### config.mk
export PLATFORM = sky130hd
export DESIGN_NAME = load_store_unit_flat
export DESIGN_NICKNAME = d
export VERILOG_FILES = /design/src/rtl/load_store_unit_if.sv /design/src/rtl/load_store_unit.sv /design/src/flat_wrapper.sv
export SDC_FILE = /design/constraint.sdc
export NUM_CORES = 1
export LEC_CHECK = 0
export CAP_MARGIN = 40
export CORE_UTILIZATION = 50
export DETAILED_ROUTE_END_ITERATION = 8
export MAX_ROUTING_LAYER = met4
export PLACE_DENSITY = 0.85
export SYNTH_ARGS = -nofsm -noshare
export SYNTH_HDL_FRONTEND = slang
export SYNTH_SLANG_ARGS = --single-unit
### constraint.sdc
create_clock -name clk -period 6.1 [get_ports clk]
set_input_delay 1.22 -clock clk [delete_from_list [all_inputs] [get_ports clk]]
set_output_delay 1.22 -clock clk [all_outputs]
set_load 0.02 [all_outputs]
### src/rtl/load_store_unit_if.sv
// Request, response and data-memory signals of the load/store unit.
// master = execute stage plus memory model side, slave = the load/store unit.
interface load_store_unit_if #(
    parameter int ADDR_W = 32
);
    logic              req_valid;
    logic              req_ready;
    logic              req_store;
    logic [2:0]        req_funct3;
    logic [ADDR_W-1:0] req_addr;
    logic [31:0]       req_wdata;

    logic              resp_valid;
    logic [31:0]       resp_rdata;
    logic              resp_err;

    logic              mem_rw;
    logic [ADDR_W-1:0] mem_addr;
    logic [31:0]       mem_wdata;
    logic [31:0]       mem_rdata;

    modport master (
        output req_valid, req_store, req_funct3, req_addr, req_wdata, mem_rdata,
        input  req_ready, resp_valid, resp_rdata, resp_err, mem_rw, mem_addr, mem_wdata
    );

    modport slave (
        input  req_valid, req_store, req_funct3, req_addr, req_wdata, mem_rdata,
        output req_ready, resp_valid, resp_rdata, resp_err, mem_rw, mem_addr, mem_wdata
    );
endinterface

### src/rtl/load_store_unit.sv
// Data-memory initiator: one load/store at a time, sub-word stores as read-modify-write.
// Accept-to-response 2 cycles (load/SW), 3 (SB/SH), 1 (error); req_ready low until back in IDLE.
module load_store_unit #(
    parameter int                ADDR_W     = 32,
    parameter logic [ADDR_W-1:0] RESET_ADDR = '0
) (
    input  logic             clk,
    input  logic             rst,
    load_store_unit_if.slave bus
);

    typedef enum logic [1:0] {IDLE, RD, WR, RESP} state_t;

    state_t            state;
    logic              store_q;
    logic [2:0]        funct3_q;
    logic [1:0]        offset_q;
    logic [31:0]       wdata_q;

    logic              ready_q;
    logic              resp_valid_q;
    logic [31:0]       resp_rdata_q;
    logic              resp_err_q;
    logic              mem_rw_q;
    logic [ADDR_W-1:0] mem_addr_q;
    logic [31:0]       mem_wdata_q;

    logic              illegal;
    logic              misaligned;
    logic              acc_err;

    assign bus.req_ready  = ready_q;
    assign bus.resp_valid = resp_valid_q;
    assign bus.resp_rdata = resp_rdata_q;
    assign bus.resp_err   = resp_err_q;
    assign bus.mem_rw     = mem_rw_q;
    assign bus.mem_addr   = mem_addr_q;
    assign bus.mem_wdata  = mem_wdata_q;

    always_comb begin
        illegal    = 1'b0;
        misaligned = 1'b0;
        if (bus.req_store) begin
            illegal = (bus.req_funct3 != 3'b000) && (bus.req_funct3 != 3'b001) &&
                      (bus.req_funct3 != 3'b010);
        end else begin
            illegal = (bus.req_funct3 == 3'b011) || (bus.req_funct3 == 3'b110) ||
                      (bus.req_funct3 == 3'b111);
        end
        misaligned = ((bus.req_funct3[1:0] == 2'b01) && bus.req_addr[0]) ||
                     ((bus.req_funct3 == 3'b010) && (bus.req_addr[1:0] != 2'b00));
        acc_err    = illegal || misaligned;
    end

    function automatic logic [31:0] load_extend(input logic [31:0] word,
                                                input logic [2:0]  funct3,
                                                input logic [1:0]  offset);
        logic [7:0]  lane_b;
        logic [15:0] lane_h;
        logic [31:0] result;
        case (offset)
            2'd0:    lane_b = word[7:0];
            2'd1:    lane_b = word[15:8];
            2'd2:    lane_b = word[23:16];
            default: lane_b = word[31:24];
        endcase
        lane_h = offset[1] ? word[31:16] : word[15:0];
        case (funct3)
            3'b000:  result = {{24{lane_b[7]}}, lane_b};
            3'b001:  result = {{16{lane_h[15]}}, lane_h};
            3'b010:  result = word;
            3'b100:  result = {24'd0, lane_b};
            3'b101:  result = {16'd0, lane_h};
            default: result = 32'd0;
        endcase
        return result;
    endfunction

    function automatic logic [31:0] store_merge(input logic [31:0] word,
                                                input logic [2:0]  funct3,
                                                input logic [1:0]  offset,
                                                input logic [31:0] wdata);
        logic [31:0] result;
        result = word;
        if (funct3[1:0] == 2'b00) begin
            case (offset)
                2'd0:    result[7:0]   = wdata[7:0];
                2'd1:    result[15:8]  = wdata[7:0];
                2'd2:    result[23:16] = wdata[7:0];
                default: result[31:24] = wdata[7:0];
            endcase
        end else if (funct3[1:0] == 2'b01) begin
            if (offset[1]) result[31:16] = wdata[15:0];
            else           result[15:0]  = wdata[15:0];
        end else begin
            result = wdata;
        end
        return result;
    endfunction

    always_ff @(posedge clk) begin
        if (rst) begin
            state        <= IDLE;
            store_q      <= 1'b0;
            funct3_q     <= 3'd0;
            offset_q     <= 2'd0;
            wdata_q      <= 32'd0;
            ready_q      <= 1'b1;
            resp_valid_q <= 1'b0;
            resp_rdata_q <= 32'd0;
            resp_err_q   <= 1'b0;
            mem_rw_q     <= 1'b1;
            mem_addr_q   <= RESET_ADDR;
            mem_wdata_q  <= 32'd0;
        end else begin
            resp_valid_q <= 1'b0;
            mem_rw_q     <= 1'b1;
            mem_wdata_q  <= 32'd0;
            case (state)
                IDLE: begin
                    if (bus.req_valid) begin
                        store_q  <= bus.req_store;
                        funct3_q <= bus.req_funct3;
                        offset_q <= bus.req_addr[1:0];
                        wdata_q  <= bus.req_wdata;
                        ready_q  <= 1'b0;
                        if (acc_err) begin
                            state        <= RESP;
                            resp_valid_q <= 1'b1;
                            resp_err_q   <= 1'b1;
                            resp_rdata_q <= 32'd0;
                        end else begin
                            mem_addr_q <= {bus.req_addr[ADDR_W-1:2], 2'b00};
                            if (bus.req_store && (bus.req_funct3 == 3'b010)) begin
                                state       <= WR;
                                mem_rw_q    <= 1'b0;
                                mem_wdata_q <= bus.req_wdata;
                            end else begin
                                state <= RD;
                            end
                        end
                    end
                end
                RD: begin
                    // The read word is captured already merged, straight into the write-data register.
                    if (store_q) begin
                        state       <= WR;
                        mem_rw_q    <= 1'b0;
                        mem_wdata_q <= store_merge(bus.mem_rdata, funct3_q, offset_q, wdata_q);
                    end else begin
                        state        <= RESP;
                        resp_valid_q <= 1'b1;
                        resp_err_q   <= 1'b0;
                        resp_rdata_q <= load_extend(bus.mem_rdata, funct3_q, offset_q);
                    end
                end
                WR: begin
                    state        <= RESP;
                    resp_valid_q <= 1'b1;
                    resp_err_q   <= 1'b0;
                    resp_rdata_q <= 32'd0;
                end
                default: begin
                    state   <= IDLE;
                    ready_q <= 1'b1;
                end
            endcase
        end
    end

endmodule

### src/flat_wrapper.sv
// flat-port wrapper written by rule: the top's interface ports become plain ports
module load_store_unit_flat 
#(
    parameter int                ADDR_W     = 32,
    parameter logic [ADDR_W-1:0] RESET_ADDR = '0
)
  (clk, rst, bus_req_valid, bus_req_store, bus_req_funct3, bus_req_addr, bus_req_wdata, bus_mem_rdata, bus_req_ready, bus_resp_valid, bus_resp_rdata, bus_resp_err, bus_mem_rw, bus_mem_addr, bus_mem_wdata);
  load_store_unit_if #(.ADDR_W(ADDR_W)) bus_i ();
  input  logic clk;
  input  logic rst;
  input wire logic [$bits(bus_i.req_valid)-1:0] bus_req_valid;
  input wire logic [$bits(bus_i.req_store)-1:0] bus_req_store;
  input wire logic [$bits(bus_i.req_funct3)-1:0] bus_req_funct3;
  input wire logic [$bits(bus_i.req_addr)-1:0] bus_req_addr;
  input wire logic [$bits(bus_i.req_wdata)-1:0] bus_req_wdata;
  input wire logic [$bits(bus_i.mem_rdata)-1:0] bus_mem_rdata;
  output wire logic [$bits(bus_i.req_ready)-1:0] bus_req_ready;
  output wire logic [$bits(bus_i.resp_valid)-1:0] bus_resp_valid;
  output wire logic [$bits(bus_i.resp_rdata)-1:0] bus_resp_rdata;
  output wire logic [$bits(bus_i.resp_err)-1:0] bus_resp_err;
  output wire logic [$bits(bus_i.mem_rw)-1:0] bus_mem_rw;
  output wire logic [$bits(bus_i.mem_addr)-1:0] bus_mem_addr;
  output wire logic [$bits(bus_i.mem_wdata)-1:0] bus_mem_wdata;
  assign bus_i.req_valid = bus_req_valid;
  assign bus_i.req_store = bus_req_store;
  assign bus_i.req_funct3 = bus_req_funct3;
  assign bus_i.req_addr = bus_req_addr;
  assign bus_i.req_wdata = bus_req_wdata;
  assign bus_i.mem_rdata = bus_mem_rdata;
  assign bus_req_ready = bus_i.req_ready;
  assign bus_resp_valid = bus_i.resp_valid;
  assign bus_resp_rdata = bus_i.resp_rdata;
  assign bus_resp_err = bus_i.resp_err;
  assign bus_mem_rw = bus_i.mem_rw;
  assign bus_mem_addr = bus_i.mem_addr;
  assign bus_mem_wdata = bus_i.mem_wdata;
  load_store_unit #(.ADDR_W(ADDR_W), .RESET_ADDR(RESET_ADDR)) u_core (.clk(clk), .rst(rst), .bus(bus_i));
endmodule
# Yosys cells after proc, flatten, opt, wreduce, memory -nomap -nowiden
# Cells that the tools add are included.
[classes]
n_eq_ne = 19
muxes = 40
bitwise_logic = 2
n_reduce_logical = 22
[ops]
columns = ["cell", "n"]
rows = [
  ["2-to-1 mux 32 bit", 9],
  ["case mux 32 bit (5 select lines)", 1],
  ["case mux 32 bit (3 select lines)", 1],
  ["case mux 32 bit (2 select lines)", 1],
  ["2-to-1 mux 16 bit", 3],
  ["2-to-1 mux 8 bit", 4],
  ["case mux 8 bit (3 select lines)", 1],
  ["equality test 3 bit (second input constant)", 4],
  ["2-to-1 mux 1 bit", 12],
  ["equality test 3 x 2 -> 1 bit (second input constant)", 3],
  ["equality test 2 x 1 -> 1 bit (second input constant)", 4],
  ["zero test 2 bit", 3],
  ["2-to-1 mux 2 bit", 3],
  ["case mux 1 bit (3 select lines)", 2],
  ["case mux 2 bit (3 select lines)", 1],
  ["nonzero test 3 bit", 2],
  ["logical AND 1 bit", 5],
  ["equality test 2 bit (second input constant)", 2],
  ["logical OR 1 bit", 4],
  ["!= test 2 bit (second input constant)", 2],
  ["case mux 1 bit (2 select lines)", 2],
  ["AND reduction 2 bit", 2],
  ["AND reduction 4 bit", 1],
  ["equality test 3 x 1 -> 1 bit (second input constant)", 1],
  ["9 further kinds", 10],
]
[word_totals]
register_bits = 138
input_bits = 103
out_inout_bits = 100

# Logic depth before layout (Yosys ltp)
# Gate-level depths: netlist of the first run.
[depth]
ltp_word = 8
ltp_mapped = 10
mapped_depth_nobuf = 7

# Worst setup path after synthesis of the first run
# Ideal clock, no wire load.
[synth_timing]
path_type = "input-to-reg"
start = "input bus_req_funct3[2]"
end = "register u_core.resp_rdata_q[21] (netlist: u_core.bus.resp_rdata[21])"
arrival_time_ps = 2388
required_time_ps = 6033
slack_ps = 3645
cell_stages = 6
path_cell_list = "a221oi_1 nand2_1 a31oi_2 buf_4 nand2_1 o21ai_2"
[synth_via]
elab_chain_cells = 7
[synth_rtl]
columns = ["element", "line_no", "text"]
rows = [
  ["from (decl)", "flat_wrapper.sv:13", "input wire logic [$bits(bus_i.req_funct3)-1:0] bus_req_funct3;"],
  ["equality test 3 x 2 -> 1 bit, or another cell as far along", "load_store_unit.sv:47", "illegal = (bus.req_funct3 == 3'b011) || (bus.req_funct3 == 3'b110) ||"],
  ["logical OR 1 bit or logical AND 1 bit (tied branches) (2 in series)", "load_store_unit.sv:47, load_store_unit.sv:44", ""],
  ["2-to-1 mux 1 bit", "load_store_unit.sv:43", "if (bus.req_store) begin"],
  ["logical OR 1 bit *", "load_store_unit.sv:52", "acc_err = illegal || misaligned;"],
  ["!= test 2 x 1 -> 1 bit (no line) *", "-", ""],
  ["AND reduction 4 bit (no line) *", "-", ""],
  ["to (signal assigned)", "load_store_unit.sv:154", "resp_rdata_q <= load_extend(bus.mem_rdata, funct3_q, offset_q);"],
  ["to (decl)", "load_store_unit.sv:22", "logic [31:0] resp_rdata_q;"],
]
# Mark *: on every way between the ends. The rest lies on a longest branch, timed or not.
# A chain may end at the register's enable or synchronous reset.

# Final worst setup path of the first run
[layout_timing]
start = "input bus_req_funct3[2]"
end = "register u_core.resp_rdata_q[16] (netlist: u_core.bus.resp_rdata[16])"
# Same word-level chain as after synthesis.

==> reports/summary.txt, run 1 <==
RePlAce Congestion: 0.9449
Initial DRT Pass Iterations: 5
DRT iter0 DRCs: 528
Max-Cap Viols: 0
post-route design area: 0.008766 mm2
Setup violations, final: 0
asr flop ratio synth: 0%
Synth area leaders: dfxtp_1 45%, nand2_1 13%, a21oi_1 7.9%
Max VDD drop: 0.2116 mV
fin crit share: 55.53%
leading register cell type out of synthesis: dfxtp_1
TritonCTS clock tree: done
port bufs: 200
cells after synthesis: 768
Seq cells post-synth: 138
Routed wire per std cell: 17.98 um
Seq/Total Area, Yosys: 44.72%
synth unique cells: 55
reg2reg setup slack: 3.41 ns
crit start category: primary input
post-detail-place hpwl: 13980 um
setup TNS: 0 ns
Die Area: 0.01280 mm2
EDFF count, synth: 0
Layout area overhead: 41.91%
fraction of layout cells with a size suffix above 1: 7.248%
Post-Syn Area: 0.006177 mm2
clk_lat worst skew: 0.42 ns
num ports: 203
fmax: 0.2952 GHz
cts hold-fix bufs: 0
Tmin final: 3.387 ns
Residual DRC: 0
vias in the first global route: 5973
pins over their slew limit: 0
NumNets Final: 1047
final core occ: 72.98%
Worst Path Arrival: 3.66 ns
ANT cells: 0
Leakage: 0.003144 uW
Crit Path Max Fanout: 17
Ys Warns: 0
Via density: 5.750
CTS root buffer: clkbuf_16
# fillers: 950
largest area contributor in the netlist: dfxtp_1
commonest non-fill, non-tap cell in the layout: nand2_1
CP Class: primary input to flop
RSZ-0062 raised after global routing: false
Post-DP Area: 0.008177 mm2
Total GRT Usage: 32.30%
Post-CTS Resized: 0
first-pass GRT wire length: 30870 um
Max-slew headroom: 37.70%
Required @ worst endpoint: 6.37 ns
maximum buffer depth of the clock tree: 2
CTS clk-pin slew, worst paths: 0.06 ns
drt total wl: 19770 um
PD cells: 357.6 mW/mm2
# H-tree levels: 4
Die Span X: 113.2 um
most frequent cells in the layout: 207 x nand2_1, 199 x clkdlybuf4s50_1, 138 x dfxtp_1
die height: 113.2 um
status: complete, no violations
total congestion overflow: 0
Num Clock Sinks: 138
final clock skew: 0.004312 ns
Rows: 40
vias: 6319
top-area cell type share of the netlist area: 44.72%
Setup Fix Bufs, Post-CTS: 0
initial core utilization: 51.43%
worst hold path class: flop to flop
Post-DRT Antenna Nets: 0
Post-Syn Area per Cell: 8.043 um2
CORE AREA: 0.01201 mm2
largest net degree at the start of global routing: 64
Final Hold Vio Count: 0
initial antenna violation count: 0
crit path capture type: flop
worst-margin pin slew: 0.9316 ns
total CTS buffers: 17
## synthesized netlist by cell type, drive strengths merged (6+ instances only)
master,n
dfxtp,138
o22ai,28
buf,18
o21bai,8
a32o,9
nor2,38
nor3,6
a21oi,98
mux2i,29
nand3,7
nand2,207
a2bb2oi,12
inv,9
clkbuf,40
o2bb2ai,8
a221oi,9
o21ai,46
a31oi,6
and2,11
## layout make-up
| cell class | instances | area (um2) | area share [%] |
|---|---|---|---|
| Clock buffer | 21 | 470.5 | 5.367 |
| Tap cell | 147 | 183.9 | 2.098 |
| Multi-Input combinational cell | 564 | 3120 | 35.60 |
| Timing Repair Buffer | 210 | 2076 | 23.68 |
| Inverter | 9 | 33.78 | 0.3854 |
| Clock inverter | 10 | 118.9 | 1.356 |
| Sequential cell | 138 | 2763 | 31.52 |
## worst max-delay path: stages
cell,delay (ns)
clkdlybuf4s50_1,0.52
a221oi_1,0.54
nand2_1,0.22
nand3_2,0.26
or2_1,0.67
o21ai_0,0.22
## report_power, final
group | internal [uW] | switching, uW | total (uW)
logic | 415 | 596 | 1010
clock network | 630 | 390 | 1020
registers | 1010 | 91.3 | 1100
## state kept, by name, summed over array words and instances (netlist names)
| name | cells |
|---|---|
| u_core.bus.mem_wdata | 32 |
| u_core.bus.resp_rdata | 32 |
| u_core.wdata_q | 32 |
| u_core.bus.mem_addr | 30 |
| u_core.funct3_q | 3 |
| u_core.offset_q | 2 |
| u_core.state | 2 |
| u_core.bus.mem_rw | 1 |
| u_core.bus.req_ready | 1 |
| u_core.bus.resp_err | 1 |
| u_core.bus.resp_valid | 1 |
| u_core.store_q | 1 |
## metal layers
metal	vias to the layer above	wire (um)	track usage, %
li1	3024	-	-
met1	2913	7867	37.18
met2	328	9345	52.07
met3	54	1827	8.891
met4	0	724	15.53
met5	-	0	-
## metrics by stage
step                      hold slack (ns)  total power, uW  setup slack (ns)  cells
after floorplan                    0.4364             1763             3.645    769
after CTS                          0.4535             3127             2.755   1099
after global routing               0.4686             3277             2.516   1099
after detailed placement           0.4467             2104             2.319   1068
final                              0.4524             3135             2.713   1099
after global placement             0.4383             2085             2.447   1066
## path summary, 6_finish.rpt
| path | start | endpoint | cells after the start |
|---|---|---|---|
| worst max-delay path | bus_req_funct3[2] | u_core.bus.resp_rdata[16]$_SDFFE_PP0P_ | 6 |
| worst min register to register | u_core.bus.mem_addr[28]$_SDFFE_PP0P_ | u_core.bus.mem_addr[28]$_SDFFE_PP0P_ | 2 |
| worst max register to register | u_core.state[0]$_SDFFE_PP0N_ | u_core.bus.mem_addr[8]$_SDFFE_PP0P_ | 8 |
| worst min-delay path | u_core.bus.mem_addr[28]$_SDFFE_PP0P_ | u_core.bus.mem_addr[28]$_SDFFE_PP0P_ | 2 |
## logic make-up (layout without fill, tap and decap cells)
logic type,count (synthesis),after routing,synth area share [%]
AO/OA/AOI/OAI,240,240,24.75
adder cells (fa/ha/maj),4,4,0.8102
buffers and inverters,67,250,4.922
flip-flops,138,138,44.72
multiplexers,31,31,5.064
other,1,2,0.06071
AND/OR/NAND/NOR,287,287,19.67
Note: power is estimated with default switching activity, not from simulation.
==> run 2: changes to the inputs <==
- CORE_UTILIZATION: 50 -> 42
- PLACE_DENSITY: 0.85 -> 0.76
- clock period: 6.1 -> 3.1 ns (I/O delays scaled with it)
==> run 2 against run 1 <==
Via count up 0.28%. Register-to-register slack worse by 2.6 ns. Die area is 19% higher. Non-clock buffer count grew 8. Largest power group unchanged. Flip-flop and latch count stayed put. Wire length increased by 2.5%. Critical path depth fell by 1. Critical endpoint is now u_core.bus.resp_rdata[6]$_SDFFE_PP0P_. Count of clock-buffer cells in the layout increased by 3. Highest routed layer unchanged. Power is 96% higher. Largest cell class unchanged. First-iteration DRC count is 2.8% higher.
==> reports/summary.txt, run 2 (synthesis gave the netlist of run 1 again) <==
status: complete, no violations
worst hold path class: flop to flop
# fillers: 1232
# H-tree levels: 4
total congestion overflow: 0
initial antenna violation count: 0
die height: 123.3 um
cell-internal power: 4046 uW
CTS root buffer: clkbuf_16
PnR worst setup slack: 0.8579 ns
final core occ: 62.81%
clk_lat worst skew: 0.43 ns
Setup violations, final: 0
ANT cells: 0
Leakage: 0.003193 uW
register area: 0.002763 mm2
RSZ-0062 raised after global routing: false
dpl ws: 0.4499 ns
first-pass GRT wire length: 31400 um
Post-CTS Resized: 0
Gate power share: 33.0%
Max VDD drop: 0.3837 mV
fraction of layout cells with a size suffix above 1: 7.917%
Rows: 43
Cells after DPL: 1109
NetSw: 2110 uW
Total GRT Usage: 28.21%
vias in the first global route: 6001
CORE AREA: 0.01410 mm2
vias: 6337
Flop pwr share: 35.5%
Num Clock Sinks: 138
PD cells: 695.3 mW/mm2
Clock power frac: 31.6%
Required @ worst endpoint: 3.39 ns
Post-DRT Antenna Nets: 0
pins over their slew limit: 0
crit path capture type: flop
Worst Path Arrival: 2.54 ns
cts hold-fix bufs: 0
sw frac: 34.28%
maximum buffer depth of the clock tree: 2
port bufs: 200
Max-Cap Viols: 0
TritonCTS clock tree: done
Die Span X: 123.3 um
drt total wl: 20270 um
Final Hold Vio Count: 0
total CTS buffers: 17
Setup Fix Bufs, Post-CTS: 0
final clock skew: 0.008507 ns
crit start category: flop
Tmin final: 2.242 ns
Post-DP Area: 0.008287 mm2
RePlAce Congestion: 0.9552
fmax: 0.4460 GHz
initial core utilization: 43.82%
Routed wire per std cell: 17.78 um
Residual DRC: 0
Multi-input gate area: 0.003120 mm2
setup TNS: 0 ns
Max-slew headroom: 47.54%
Initial DRT Pass Iterations: 7
Via density: 5.559
Crit Path Max Fanout: 18
Layout area overhead: 43.33%
fin cells: 1140
post-route design area: 0.008853 mm2
DRT iter0 DRCs: 543
NumNets Final: 1055
Die Area: 0.01520 mm2
CTS clk-pin slew, worst paths: 0.06 ns
worst-margin pin slew: 0.7804 ns
post-detail-place hpwl: 14480 um
num ports: 203
commonest non-fill, non-tap cell in the layout: nand2_1
CP Class: flop to flop
fin crit share: 72.33%
most frequent cells in the layout: 207 x nand2_1, 199 x clkdlybuf4s50_1, 138 x dfxtp_1
largest net degree at the start of global routing: 47
run 2: path summary, 6_finish.rpt:
check                                                          start                               endpoint  slack (ns)  cells past startpoint
worst max-delay path                 u_core.offset_q[0]$_SDFFE_PP0P_  u_core.bus.resp_rdata[6]$_SDFFE_PP0P_        0.86                      5
worst min-delay path            u_core.bus.mem_addr[15]$_SDFFE_PP0P_   u_core.bus.mem_addr[15]$_SDFFE_PP0P_        0.45                      2
worst max register to register       u_core.offset_q[0]$_SDFFE_PP0P_  u_core.bus.resp_rdata[6]$_SDFFE_PP0P_        0.86                      5
worst min register to register  u_core.bus.mem_addr[15]$_SDFFE_PP0P_   u_core.bus.mem_addr[15]$_SDFFE_PP0P_        0.45                      2
run 2: stage by stage:
step	hold WS [ns]	total power, uW
finish	0.4509	6156
global route	0.4676	6453
CTS	0.4531	6158
detailed placement	0.4453	4215
floorplan	0.4364	3469
global placement	0.4398	4183
run 2: metal layers:
metal  up-vias  track usage [%]  wire (um)  share of wire, %
li1       3033                -          -                 -
met1      2939            34.36       8371                41
met2       320            42.84       9185                45
met3        45            7.472       1930               9.5
met4         0            14.38        779               3.8
met5         -                -          0                 0
run 2: power by group through the flow:
stage                     clock, uW  combinational [uW]  sequential (uW)
after CTS                      1960                2020             2180
after detailed placement          0                2000             2210
after global routing           2050                2200             2210
after global placement            0                1980             2200
final                          1940                2030             2180
after floorplan                   0                1190             2280
run 2: critical path, cell delays in order, from the launching register on:
cell	delay, ns
dfxtp_1	0.72
nand2b_1	0.26
a31o_2	0.37
a221oi_1	0.50
a2bb2oi_1	0.22
nor2_1	0.05
run 2: final cells by class:
class | instances | share of cell area, %
Multi-Input combinational cell | 564 | 35.25
Sequential cell | 138 | 31.20
Timing Repair Buffer | 218 | 24.22
Clock buffer | 24 | 5.667
Tap cell | 180 | 2.544
Clock inverter | 7 | 0.7349
Inverter | 9 | 0.3816
==> run 3: changes to the inputs <==
- clock period: 3.1 -> 1.8 ns (I/O delays scaled with it)
==> run 3 against run 2 <==
The flow now finishes with violations (setup timing). Count of clock-buffer cells in the layout is 6 lower. Die area stayed put. Critical path depth is 4 lower. Cell count is 6.8% higher. Largest cell class unchanged.
==> reports/summary.txt, run 3 (synthesis gave the netlist of run 1 again) <==
PD cells: 1192 mW/mm2
pins over their slew limit: 0
Required @ worst endpoint: 1.44 ns
CP Launch Point: u_core.bus.resp_rdata[25]$_SDFFE_PP0P_
WP buf/inv: 1
worst r2r src: u_core.state[0]$_SDFFE_PP0N_
Cells after DPL: 1187
CTS clk-pin slew, worst paths: 0.06 ns
failing checks: setup timing
GR Util met2: 45.91%
TritonCTS clock tree: done
CP Class: flop to output port
critical-path cell list: clkdlybuf4s50_1
vias in the first global route: 6289
first-pass GRT wire length: 32660 um
die height: 123.3 um
cell class contributing the biggest share of worst-path delay: buffers and inverters
Initial DRT Pass Iterations: 6
port bufs: 200
Post-DRT Antenna Nets: 0
Total GRT Usage: 29.42%
num ports: 203
# fillers: 1125
initial core utilization: 43.82%
NetSw: 3935 uW
NumNets Final: 1134
CORE AREA: 0.01410 mm2
most frequent cells in the layout: 205 x nand2_1, 186 x clkdlybuf4s50_1, 131 x dfxtp_1
slowest CP cell: clkdlybuf4s50_1
worst reg2reg path depth: 8
vias: 6720
commonest non-fill, non-tap cell in the layout: nand2_1
clk_lat worst skew: 0.42 ns
crit start category: flop
Num Clock Sinks: 138
Residual DRC: 0
fin cells: 1218
final clock skew: 0.005653 ns
RSZ-0062 raised after global routing: true
busiest layer in global routing: met2
Worst Path Arrival: 1.44 ns
cts hold-fix bufs: 0
Die Span X: 123.3 um
crit path capture type: output port
PnR worst setup slack: -0.001708 ns
maximum buffer depth of the clock tree: 2
ANT cells: 0
total congestion overflow: 0
Gate power share: 36.9%
worst hold slack: 0.2670 ns
CP max stage delay: 0.63 ns
reg2reg setup slack: 0.05 ns
DRT iter0 DRCs: 627
initial antenna violation count: 0
Rows: 43
cell-internal power: 7815 uW
sw frac: 33.49%
Max-Cap Viols: 0
Clock power frac: 31.3%
Crit Path Max Fanout: 2
CTS root buffer: clkbuf_16
largest net degree at the start of global routing: 62
Final Hold Vio Count: 0
Die Area: 0.01520 mm2
RePlAce Congestion: 1.020
crit path to: bus_resp_rdata[25]
status: complete, but fails checks
Setup violations, final: 1
Leakage: 0.003888 uW
Flop pwr share: 31.8%
post-detail-place hpwl: 15590 um
final core occ: 69.94%
fraction of layout cells with a size suffix above 1: 18.21%
Via density: 5.517
register area: 0.002776 mm2
fin crit share: 100.1%
critical path depth in cells: 1
RR Endpoint: u_core.bus.resp_rdata[17]$_SDFFE_PP0P_
# H-tree levels: 4
Layout area overhead: 59.59%
Routed wire per std cell: 17.76 um
worst hold path class: primary input to flop
met3 usage: 5.812%
drt total wl: 21630 um
Multi-input gate area: 0.003317 mm2
total CTS buffers: 17
Tmin final: 1.802 ns
GR Util met1: 37.28%
Max VDD drop: 0.6075 mV
fmax: 0.5550 GHz
run 3: what timing repair did:
action	CTS	global route
endpoints found under the setup margin	28	70
gates resized for setup	9	51
setup buffers	0	1
pin swaps	0	3
gates cloned	0	0
run 3: through the flow:
stage | setup TNS [ns] | area, um2 | total power (uW) | worst slack [ns]
global route | -0.04817 | 9858 | 12290 | -0.02163
detailed placement | -30.78 | 9004 | 7845 | -0.3816
finish | -0.001708 | 9858 | 11750 | -0.001708
floorplan | 0 | 6200 | 6009 | 0.004362
global placement | -30.31 | 8992 | 7777 | -0.4864
CTS | 0 | 9658 | 11560 | 0.002171
run 3: worst min path at each step:
| stage | endpoint | startpoint | cells after the start | slack (ns) |
|---|---|---|---|---|
| floorplan | u_core.wdata_q[16]$_SDFFE_PP0P_ | u_core.wdata_q[16]$_SDFFE_PP0P_ | 2 | 0.44 |
| global placement | u_core.bus.mem_addr[20]$_SDFFE_PP0P_ | u_core.bus.mem_addr[20]$_SDFFE_PP0P_ | 2 | 0.44 |
| detailed placement | u_core.bus.resp_rdata[27]$_SDFFE_PP0P_ | u_core.bus.resp_rdata[27]$_SDFFE_PP0P_ | 2 | 0.44 |
| CTS | u_core.offset_q[1]$_SDFFE_PP0P_ | rst | 2 | 0.23 |
| global route | u_core.wdata_q[8]$_SDFFE_PP0P_ | rst | 2 | 0.28 |
| finish | u_core.offset_q[1]$_SDFFE_PP0P_ | rst | 2 | 0.27 |
run 3: area by class of cell:
class / count / area share, %
clock buffer: 18 / 4.455
timing repair buffer: 297 / 29.33
multi-input combinational: 564 / 33.65
inverter: 9 / 0.3427
sequential: 138 / 28.16
clock inverter: 12 / 1.777
tap: 180 / 2.285
run 3: power by group through the flow:
stage                     sequential [uW]  combinational (uW)  clock, uW
after floorplan                      3940                2070          0
after global placement               3770                4010          0
after detailed placement             3780                4060          0
after CTS                            3720                4140       3700
after global routing                 3780                4630       3880
final                                3740                4330       3680
run 3: per-layer routing:
metal  vias up  share of wire [%]
li1       3186                  -
met1      3128                 42
met2       355                 46
met3        51                8.1
met4         0                3.5
met5         -                  0
